[src/rtl/muldiv_ctrl_pkg.sv]
// Shared encodings and sizing for the EX-stage multiply/divide sequencer.
// Op and state encodings, divide iteration count and op decode helpers.
package muldiv_ctrl_pkg;

    typedef enum logic [1:0] {
        MD_MULT  = 2'b00,
        MD_MULTU = 2'b01,
        MD_DIV   = 2'b10,
        MD_DIVU  = 2'b11
    } md_op_e;

    typedef enum logic [2:0] {
        S_IDLE = 3'd0,
        S_MUL  = 3'd1,
        S_DIV  = 3'd2,
        S_FIX  = 3'd3,
        S_DONE = 3'd4
    } md_state_e;

    localparam int DIV_ITERS = 32;
    localparam int CNT_W     = 6;

    function automatic logic op_is_div(input logic [1:0] op);
        return op[1];
    endfunction

    function automatic logic op_is_signed(input logic [1:0] op);
        return ~op[0];
    endfunction

endpackage

[src/rtl/muldiv_ctrl_div_step.sv]
// One restoring-division step: shift the next dividend bit into the partial
// remainder and subtract the divisor when it fits.
module div_step
    import muldiv_ctrl_pkg::*;
#(
    parameter int WIDTH = 32
) (
    input  logic [WIDTH-1:0] rem,
    input  logic [WIDTH-1:0] quo,
    input  logic [WIDTH-1:0] divisor,
    output logic [WIDTH-1:0] rem_next,
    output logic [WIDTH-1:0] quo_next
);

    logic [WIDTH:0]   shifted_s;
    logic [WIDTH-1:0] diff_s;
    logic             fits_s;

    // A zero divisor always fits, so its quotient fills with ones and the dividend lands in rem.
    always_comb begin
        shifted_s = {rem, quo[WIDTH-1]};
        fits_s    = (shifted_s >= {1'b0, divisor});
        diff_s    = shifted_s[WIDTH-1:0] - divisor;
        if (fits_s) begin
            rem_next = diff_s;
            quo_next = {quo[WIDTH-2:0], 1'b1};
        end else begin
            rem_next = shifted_s[WIDTH-1:0];
            quo_next = {quo[WIDTH-2:0], 1'b0};
        end
    end

endmodule

[src/rtl/muldiv_ctrl.sv]
// MULT/MULTU/DIV/DIVU sequencer: stalls EX while the op runs, writes HI/LO once.
// Optional MULDIV_DIV0_EARLY_EN short-circuits a zero divisor at accept.
module muldiv_ctrl
    import muldiv_ctrl_pkg::*;
#(
    parameter int WIDTH      = 32,
    parameter int MUL_CYCLES = 2
) (
    input  logic             clk,
    input  logic             rst,
    input  logic             start_i,
    input  logic [1:0]       op_i,
    input  logic [WIDTH-1:0] src_a_i,
    input  logic [WIDTH-1:0] src_b_i,
    output logic             stallreq_o,
    output logic             hilo_we_o,
    output logic [WIDTH-1:0] hi_o,
    output logic [WIDTH-1:0] lo_o,
    output logic             busy_o
);

    localparam logic [CNT_W-1:0] MUL_LAST = CNT_W'(MUL_CYCLES - 1);
    localparam logic [CNT_W-1:0] DIV_LAST = CNT_W'(DIV_ITERS - 1);

    md_state_e          state_r;
    md_state_e          state_s;
    logic [CNT_W-1:0]   count_r;
    logic               sgn_r;
    logic [WIDTH-1:0]   a_r;
    logic [WIDTH-1:0]   b_r;
    logic [WIDTH-1:0]   rem_r;
    logic [WIDTH-1:0]   quo_r;
    logic [WIDTH-1:0]   dvs_r;
    logic [WIDTH-1:0]   hi_r;
    logic [WIDTH-1:0]   lo_r;

    logic               accept_s;
    logic               load_mul_s;
    logic               step_s;
    logic               fix_s;
    logic               div0_s;
    logic               stall_s;

    logic               in_sgn_s;
    logic [WIDTH-1:0]   abs_a_s;
    logic [WIDTH-1:0]   abs_b_s;
    logic               mul_sgn_s;
    logic [WIDTH-1:0]   mul_a_s;
    logic [WIDTH-1:0]   mul_b_s;
    logic [2*WIDTH-1:0] ext_a_s;
    logic [2*WIDTH-1:0] ext_b_s;
    logic [2*WIDTH-1:0] prod_s;
    logic               a_neg_s;
    logic               q_neg_s;
    logic [WIDTH-1:0]   rem_nx_s;
    logic [WIDTH-1:0]   quo_nx_s;

    function automatic logic [WIDTH-1:0] negate(input logic [WIDTH-1:0] v);
        return ~v + {{(WIDTH-1){1'b0}}, 1'b1};
    endfunction

    div_step #(.WIDTH(WIDTH)) u_div_step (
        .rem      (rem_r),
        .quo      (quo_r),
        .divisor  (dvs_r),
        .rem_next (rem_nx_s),
        .quo_next (quo_nx_s)
    );

    // Operand conditioning; multiply reads live operands in IDLE so MUL_CYCLES==1 still works.
    always_comb begin
        in_sgn_s = op_is_signed(op_i);
        if (in_sgn_s & src_a_i[WIDTH-1]) begin
            abs_a_s = negate(src_a_i);
        end else begin
            abs_a_s = src_a_i;
        end
        if (in_sgn_s & src_b_i[WIDTH-1]) begin
            abs_b_s = negate(src_b_i);
        end else begin
            abs_b_s = src_b_i;
        end
        if (state_r == S_IDLE) begin
            mul_a_s   = src_a_i;
            mul_b_s   = src_b_i;
            mul_sgn_s = in_sgn_s;
        end else begin
            mul_a_s   = a_r;
            mul_b_s   = b_r;
            mul_sgn_s = sgn_r;
        end
        ext_a_s = {{WIDTH{mul_sgn_s & mul_a_s[WIDTH-1]}}, mul_a_s};
        ext_b_s = {{WIDTH{mul_sgn_s & mul_b_s[WIDTH-1]}}, mul_b_s};
        prod_s  = ext_a_s * ext_b_s;
        a_neg_s = sgn_r & a_r[WIDTH-1];
        q_neg_s = a_neg_s ^ (sgn_r & b_r[WIDTH-1]);
    end

    // Next-state and control strobes.
    always_comb begin
        state_s    = state_r;
        accept_s   = 1'b0;
        load_mul_s = 1'b0;
        step_s     = 1'b0;
        fix_s      = 1'b0;
        div0_s     = 1'b0;
        stall_s    = 1'b0;
        case (state_r)
            S_IDLE: begin
                if (start_i) begin
                    accept_s = 1'b1;
                    stall_s  = 1'b1;
                    if (op_is_div(op_i)) begin
`ifdef MULDIV_DIV0_EARLY_EN
                        if (src_b_i == {WIDTH{1'b0}}) begin
                            div0_s  = 1'b1;
                            state_s = S_DONE;
                        end else begin
                            state_s = S_DIV;
                        end
`else
                        state_s = S_DIV;
`endif
                    end else if (MUL_CYCLES == 1) begin
                        load_mul_s = 1'b1;
                        state_s    = S_DONE;
                    end else begin
                        state_s = S_MUL;
                    end
                end else begin
                    state_s = S_IDLE;
                end
            end
            S_MUL: begin
                stall_s = 1'b1;
                if (count_r == MUL_LAST) begin
                    load_mul_s = 1'b1;
                    state_s    = S_DONE;
                end else begin
                    state_s = S_MUL;
                end
            end
            S_DIV: begin
                stall_s = 1'b1;
                step_s  = 1'b1;
                if (count_r == DIV_LAST) begin
                    state_s = S_FIX;
                end else begin
                    state_s = S_DIV;
                end
            end
            S_FIX: begin
                stall_s = 1'b1;
                fix_s   = 1'b1;
                state_s = S_DONE;
            end
            // The instruction is still visible in EX here, so start_i is ignored.
            S_DONE: begin
                state_s = S_IDLE;
            end
            default: begin
                state_s = S_IDLE;
            end
        endcase
    end

    // State register and shared multiply/divide cycle counter.
    always_ff @(posedge clk) begin
        if (rst) begin
            state_r <= S_IDLE;
            count_r <= {CNT_W{1'b0}};
        end else begin
            state_r <= state_s;
            if (accept_s) begin
                count_r <= op_is_div(op_i) ? {CNT_W{1'b0}} : CNT_W'(1);
            end else if ((state_r == S_MUL) || step_s) begin
                count_r <= count_r + CNT_W'(1);
            end else begin
                count_r <= count_r;
            end
        end
    end

    // Latched operands and divider working registers.
    always_ff @(posedge clk) begin
        if (rst) begin
            sgn_r <= 1'b0;
            a_r   <= {WIDTH{1'b0}};
            b_r   <= {WIDTH{1'b0}};
            rem_r <= {WIDTH{1'b0}};
            quo_r <= {WIDTH{1'b0}};
            dvs_r <= {WIDTH{1'b0}};
        end else if (accept_s) begin
            sgn_r <= in_sgn_s;
            a_r   <= src_a_i;
            b_r   <= src_b_i;
            rem_r <= {WIDTH{1'b0}};
            quo_r <= abs_a_s;
            dvs_r <= abs_b_s;
        end else if (step_s) begin
            rem_r <= rem_nx_s;
            quo_r <= quo_nx_s;
        end else begin
            rem_r <= rem_r;
            quo_r <= quo_r;
        end
    end

    // Result registers: loaded on entry to DONE and held until the next result.
    always_ff @(posedge clk) begin
        if (rst) begin
            hi_r <= {WIDTH{1'b0}};
            lo_r <= {WIDTH{1'b0}};
        end else if (load_mul_s) begin
            hi_r <= prod_s[2*WIDTH-1:WIDTH];
            lo_r <= prod_s[WIDTH-1:0];
        end else if (fix_s) begin
            hi_r <= a_neg_s ? negate(rem_r) : rem_r;
            lo_r <= q_neg_s ? negate(quo_r) : quo_r;
        end else if (div0_s) begin
            hi_r <= src_a_i;
            lo_r <= {WIDTH{1'b1}};
        end else begin
            hi_r <= hi_r;
            lo_r <= lo_r;
        end
    end

    assign stallreq_o = stall_s;
    assign hilo_we_o  = (state_r == S_DONE);
    assign busy_o     = (state_r != S_IDLE);
    assign hi_o       = hi_r;
    assign lo_o       = lo_r;

endmodule
[config.mk]
export PLATFORM = sky130hd
export DESIGN_NAME = muldiv_ctrl
export DESIGN_NICKNAME = d
export VERILOG_FILES = /design/src/rtl/muldiv_ctrl_pkg.sv /design/src/rtl/muldiv_ctrl_div_step.sv /design/src/rtl/muldiv_ctrl.sv
export SDC_FILE = /design/constraint.sdc
export NUM_CORES = 2
export LEC_CHECK = 0
export CORE_MARGIN = 3
export CORE_UTILIZATION = 40
export DETAILED_ROUTE_END_ITERATION = 6
export PLACE_DENSITY_LB_ADDON = 0.2
export SKIP_CTS_REPAIR_TIMING = 1
export SYNTH_ARGS = -nofsm -noshare
export SYNTH_HDL_FRONTEND = slang
export SYNTH_SLANG_ARGS = --single-unit
export TNS_END_PERCENT = 100
[constraint.sdc]
create_clock -name clk -period 16.1 [get_ports clk]
set_input_delay 2.415 -clock clk [delete_from_list [all_inputs] [get_ports clk]]
set_output_delay 2.415 -clock clk [all_outputs]
set_load 0.005 [all_outputs]
After elaboration in Yosys (flattened, before gate mapping). Cells that the tools add are included. Widths: inputs -> output; s select.

Word-level logic and storage cells: 74. Output and inout bits: 67. Register bits: 234.

$lt $le $gt $ge: 1. Eq/ne operators: 6. Reductions and logical operators: 8. Bitwise logic cells: 12. $mul: 1. Add/subtract/negate cells: 6. Muxes and demuxes: 30.

Operator list (count): $mux 32 (13); $add 32x1->32 const B (4); $not 32->32 (4); $mul 33x33->64 (1); $ge 33x32->1 (1); $sub 32x32->32 (1); $mux 6 (2); $pmux 3 s4 (1); $mux 1 (10); $add 6x1->6 const B (1); $and 1x1->1 (6); $eq 3x2->1 const B (2); $eq 6x1->1 const B (1); $eq 6x5->1 const B (1); $mux 3 (2); $reduce_bool 2->1 (3); $eq 3x1->1 const B (1); $eq 3x3->1 const B (1); $logic_not 3->1 (1); $reduce_bool 3->1 (1); $reduce_or 3->1 (1); $mux 2 (1); $pmux 1 s2 (1); $reduce_or 2->1 (1); other kinds (3) (3).

Logic depth before layout (Yosys ltp).
Word-level depth: 5. Gate-level depth with buffers: 36.

By module. A second synthesis with hierarchy kept.

Cells, all modules: 6289. Area total of the unflattened synthesis: 52257.6 um2.

By module, submodules not included: muldiv_ctrl (instances 1, seq. area each 4664.5 um2, cells an instance 5934, area an instance 49686.4 um2); div_step (instances 1, seq. area each 0.0 um2, cells an instance 355, area an instance 2571.2 um2).

Worst setup path after synthesis. OpenSTA, ideal clock, no wires.

Kind: input to register. Start point: in op_i[0]. End point: reg hi_r[27] (netlist: hi_o[27]). Buffers on the path: 2. Data required time: 15.978 ns. Library setup time: 0.122 ns. Cell stages on the path: 28. Data arrival time: 10.367 ns. Setup slack: 5.611 ns. Cells stage by stage: clkbuf_1 > a21o_1 > nor2_1 > clkbuf_1 > nand2_1 > inv_1 > fa_1 > fa_1 > fa_1 > fa_1 > inv_1 > fa_1 > inv_1 > fa_1 > inv_1 > fa_1 > fa_1 > inv_1 > ha_1 > a21oi_1 > o21ai_0 > a21o_1 > a211o_1 > o211ai_1 > nand2_1 > o31ai_1 > o21ai_0 > a221o_1.

Word-level cells in the longest chain between the ends: 5. Elaborated cells on any way between the ends: 6. Classes of those cells: mul: 1; mux: 2; bitwise: 3.

Ends and longest elaborated chain: from (decl) (RTL line muldiv_ctrl.sv:12) `input logic [1:0] op_i,`; $not 1->1 * (RTL line muldiv_ctrl_pkg.sv:28) `return ~op[0];`; $mux 1 * (RTL line muldiv_ctrl.sv:83) `if (state_r == S_IDLE) begin`; $and 1x1->1 (on tied branches) (RTL line muldiv_ctrl.sv:92, muldiv_ctrl.sv:93); $mul 33x33->64 * (RTL line muldiv_ctrl.sv:94) `prod_s = ext_a_s * ext_b_s;`; $mux 32 * (RTL line muldiv_ctrl.sv:214) `end else if (load_mul_s) begin`; to (signal assigned) (RTL line muldiv_ctrl.sv:212) `hi_r <= {WIDTH{1'b0}};`; to (signal assigned) (RTL line muldiv_ctrl.sv:215) `hi_r <= prod_s[2*WIDTH-1:WIDTH];`; to (signal assigned) (RTL line muldiv_ctrl.sv:218) `hi_r <= a_neg_s ? negate(rem_r) : rem_r;`; to (decl) (RTL line muldiv_ctrl.sv:34) `logic [WIDTH-1:0] hi_r;`.

Mark *: on every way between the ends. The rest lies on a longest branch, timed or not. A chain may end at the register's enable or synchronous reset.

Final worst setup path.
Start point: in src_a_i[31]. End point: reg hi_r[27] (netlist: hi_o[27]).

Word-level cells in the longest chain between the ends: 4.

Ends and longest elaborated chain: from (decl) (RTL line muldiv_ctrl.sv:13) `input logic [WIDTH-1:0] src_a_i,`; $mux 32 * (RTL line muldiv_ctrl.sv:83); $and 1x1->1 (RTL line muldiv_ctrl.sv:92) `ext_a_s = {{WIDTH{mul_sgn_s & mul_a_s[WIDTH-1]}}, mul_a_s};`; $mul 33x33->64 * (RTL line muldiv_ctrl.sv:94); $mux 32 * (RTL line muldiv_ctrl.sv:214).

Marks and branches as above.

==> run_results.csv <==
group,metric,value,unit
run_status,outcome,"complete, no violations",
final_layout,fin_util,43.4,%
setup_path,startpoint_type,"primary input",
global_routing,grt_antenna_before_repair,5,
global_routing,grt_pass1_vias,43300,
clock_tree,max-clock-path-buffers,3,
placed_design,port_buffers,135,
global_routing,largest_net_degree_at_the_start_of_global_routing,126,
placed_design,placed_cell_area,54700,um^2
setup_path,timing.reg2reg.setup_slack,5330,ps
synthesis,synth_edf_count,0,
synthesis,netlist_top_cells_count,"inv_1, fa_1, nand2_1",
timing,finalHoldViolCount,0,
synthesis,synth_top_family_by_area,"adder cells",
worst_hold_path,worstHoldEndpoint,"b_r[6]",
synthesis,synth_compound_area_share,8.84,%
synthesis,synth_top_cells_by_area,"fa_1, dfxtp_1, inv_1",
synthesis,synthMuxAreaShare,3.09,%
floorplan,die_w,365,um
synthesis,synth.net_count,7507,
synthesis,postSynthAreaPerCell,8.51,um^2
worst_hold_path,hold_wc_startpoint,"b_r[6]",
worst_hold_path,min-delay-path-class,"flop to flop",
setup_path,r2r.worst_path.cells,28,
synthesis,yosysUniqueCellTypes,76,
timing,layout_worst_path_cycle_share,73.7,%
floorplan,die_height,365,um
timing,fmaxAchievable,84.3,MHz
clock_tree,path_clk_slew,70,ps
global_routing,overflow_after_grt,0,
drt,number_of_vias_in_the_routed_layout,42000,
drt,detailedRoute.firstPassIterationCount,5,
setup_path,worstReg2RegStart,"state_r[1]",
clock_tree,cts_root_buffer,"clkbuf_16",
setup_path,crit_path_start,"src_a_i[31]",
synthesis,synth_area,51600,um^2
setup_path,timing.rr.end,"hi_o[27]",
synthesis,synth-xor-area-share,3.57,%
floorplan,floorplan.initialDensity,40.4,%
setup_path,timing.critical_path.arrival,12340,ps
placed_design,dp_cells,7631,
timing,tightest_slew,1350,ps
placed_design,dp.final_hpwl,142,mm
timing,rsz0062_at_grt,"false",
global_routing,grt_pass1_wl,276,mm
setup_path,cp.required,16570,ps
floorplan,io_pins,136,
clock_tree,clock_insertion_delay_worst_skew,590,ps
synthesis,yosysTopAreaCell,"fa_1",
worst_hold_path,min_delay_path_depth,2,
synthesis,synth.top_cell.area_share,43.7,%
timing,finalSetupTns,0,ps
synthesis,yosysMostFrequentCell,"inv_1",
final_layout,layout-drive-gt1-share,3.99,%
synthesis,synth-async-reset-ratio,0,%
final_layout,finish.instance_area,55500,um^2
floorplan,fp.dieArea,133000,um^2
timing,clock_skew,24.5,ps
timing,timing.max_slew.rel_slack,8.55,%
setup_path,worstPathMaxFanout,26,
synthesis,synth.ff_latch_count,233,
drt,via_per_inst,5.47,
drt,routedWlPerCell,23.8,um
clock_tree,clock_tree.htree_level_count,1,
global_routing,grt_use_total,27.5,%
synthesis,synth_sequential_area_ratio,9.04,%
drt,drt_iter0_markers,3686,
final_layout,final_net_count,7441,
clock_tree,cts_tree,"yes",
setup_path,setup_cp_type,"primary input to flop",
final_layout,layout_stage_area_growth_over_the_synthesis_result,7.58,%
final_layout,final_cells,7681,
timing,timing.final.crit_period,11870,ps
floorplan,row_count,131,
drt,final_antenna_net_count,0,
timing,timing.final.setup_violations,0,
synthesis,post_synth_inst_count,6062,
drt,drcViolationCount,0,
clock_tree,clkSinkCount,233,
synthesis,simple_gate_share_of_the_synthesized_area,14.8,%
floorplan,core_area,128000,um^2
setup_path,critical_path.endpoint_type,"flop",
drt,drt-total-wl,182,mm
clock_tree,cts_inserted_buffers,25,
placed_design,routabilityCongestion,0.923,
synthesis,dominantRegCellSynth,"dfxtp_1",
run,drv_cap,0,
timing,slew_violations,0,
synthesis,share_of_synthesized_cell_area_in_full_adder_half_adder_and_majority_cells,49.8,%
synthesis,warnings_synthesis,0,
sequential cells by signal, summed over array words and instances (netlist names):
| register | flops |
|---|---|
| a_r | 32 |
| b_r | 32 |
| quo_r | 32 |
| rem_r | 32 |
| dvs_r | 31 |
| hi_o | 32 |
| lo_o | 32 |
| count_r | 6 |
| state_r | 3 |
| sgn_r | 1 |
cells in the final DEF, fill, tap and decap left out, types with 6 or more instances in the layout:
cell / netlist / routed
nor3_1: 45 / 42
nand3_1: 29 / 29
or2_2: 7 / 7
a31oi_1: 19 / 19
ha_1: 250 / 250
clkdlybuf4s50_1: 0 / 134
nand2_1: 995 / 994
mux2i_2: 0 / 13
or4_1: 11 / 11
o21bai_1: 15 / 15
and3_1: 20 / 20
o41ai_1: 9 / 9
dfxtp_1: 233 / 233
mux2_2: 65 / 65
nor2_1: 638 / 636
a211o_1: 6 / 6
o21a_1: 11 / 11
a311oi_1: 42 / 42
o22ai_1: 17 / 17
o31ai_1: 23 / 22
mux2i_1: 86 / 68
fa_1: 1126 / 1126
and2_1: 23 / 22
a21o_1: 63 / 63
nor4_1: 16 / 16
buf_4: 1 / 90
xnor2_1: 116 / 116
nor2b_1: 13 / 13
o211ai_1: 10 / 10
o21ai_0: 110 / 110
xor2_1: 94 / 94
a21oi_1: 264 / 264
a211oi_1: 80 / 80
nand4_1: 25 / 25
clkbuf_16: 0 / 25
nand2b_1: 16 / 16
a2111oi_0: 6 / 6
inv_1: 1178 / 1178
or3_1: 22 / 22
through the flow:
step                setup slack (ps)  hold slack, ps
floorplan                       5610             434
global placement                3900             440
detailed placement              3780             448
CTS                             4380             457
global route                    3680             480
finish                          4230             460
worst max-delay path by stage:
stage,end
2_1_floorplan,hi_o[27]
3_3_place_gp,hi_o[27]
3_5_place_dp,hi_o[27]
4_1_cts,hi_o[27]
5_1_grt,hi_o[27]
6_report,hi_o[27]
cells by family after synthesis:
logic type               after synthesis
multiplexers                         151
buffers and inverters               1498
AO/OA/AOI/OAI                        717
flip-flops                           233
AND/OR/NAND/NOR                     1877
adder cells (fa/ha/maj)             1376
XOR/XNOR                             210
layout make-up:
type / instances / area [um^2]
repair buffers: 226 / 2050
diodes: 4 / 10.0
well taps: 1662 / 2080
clock inverters: 11 / 118
inverters: 1179 / 4430
flip-flops and latches: 233 / 4660
clock buffers: 35 / 713
multi-input cells: 4331 / 41400
fillers: 12700 / 72400
worst max-delay path, stage by stage:
cell             delay, ps
clkdlybuf4s50_1        780
mux2_2                 660
nand2_1                400
nor2_1                 320
fa_1                   540
fa_1                   630
fa_1                   540
fa_1                   920
inv_1                  320
fa_1                   550
inv_1                   50
fa_1                   520
inv_1                   60
fa_1                   460
fa_1                   490
inv_1                   40
ha_1                   470
and3_1                 260
nand4_1                160
nor4_1                 270
o21ai_0                140
a31oi_1                360
o31ai_1                170
o21ai_0                420
nor4b_1                100
a221o_1                270
layer usage:
layer  vias to the layer above  GRT usage (%)  routed length, um
met1                     21600           38.3              77600
li1                      18400              -                  -
met2                      1766           44.3              84100
met3                       256           4.96              15600
met5                         -              0                 36
met4                         6           7.01               5070
Power is left out: the tool's default activity adds up to more than one toggle a clock period on the data nets, which glitch-free logic cannot reach.
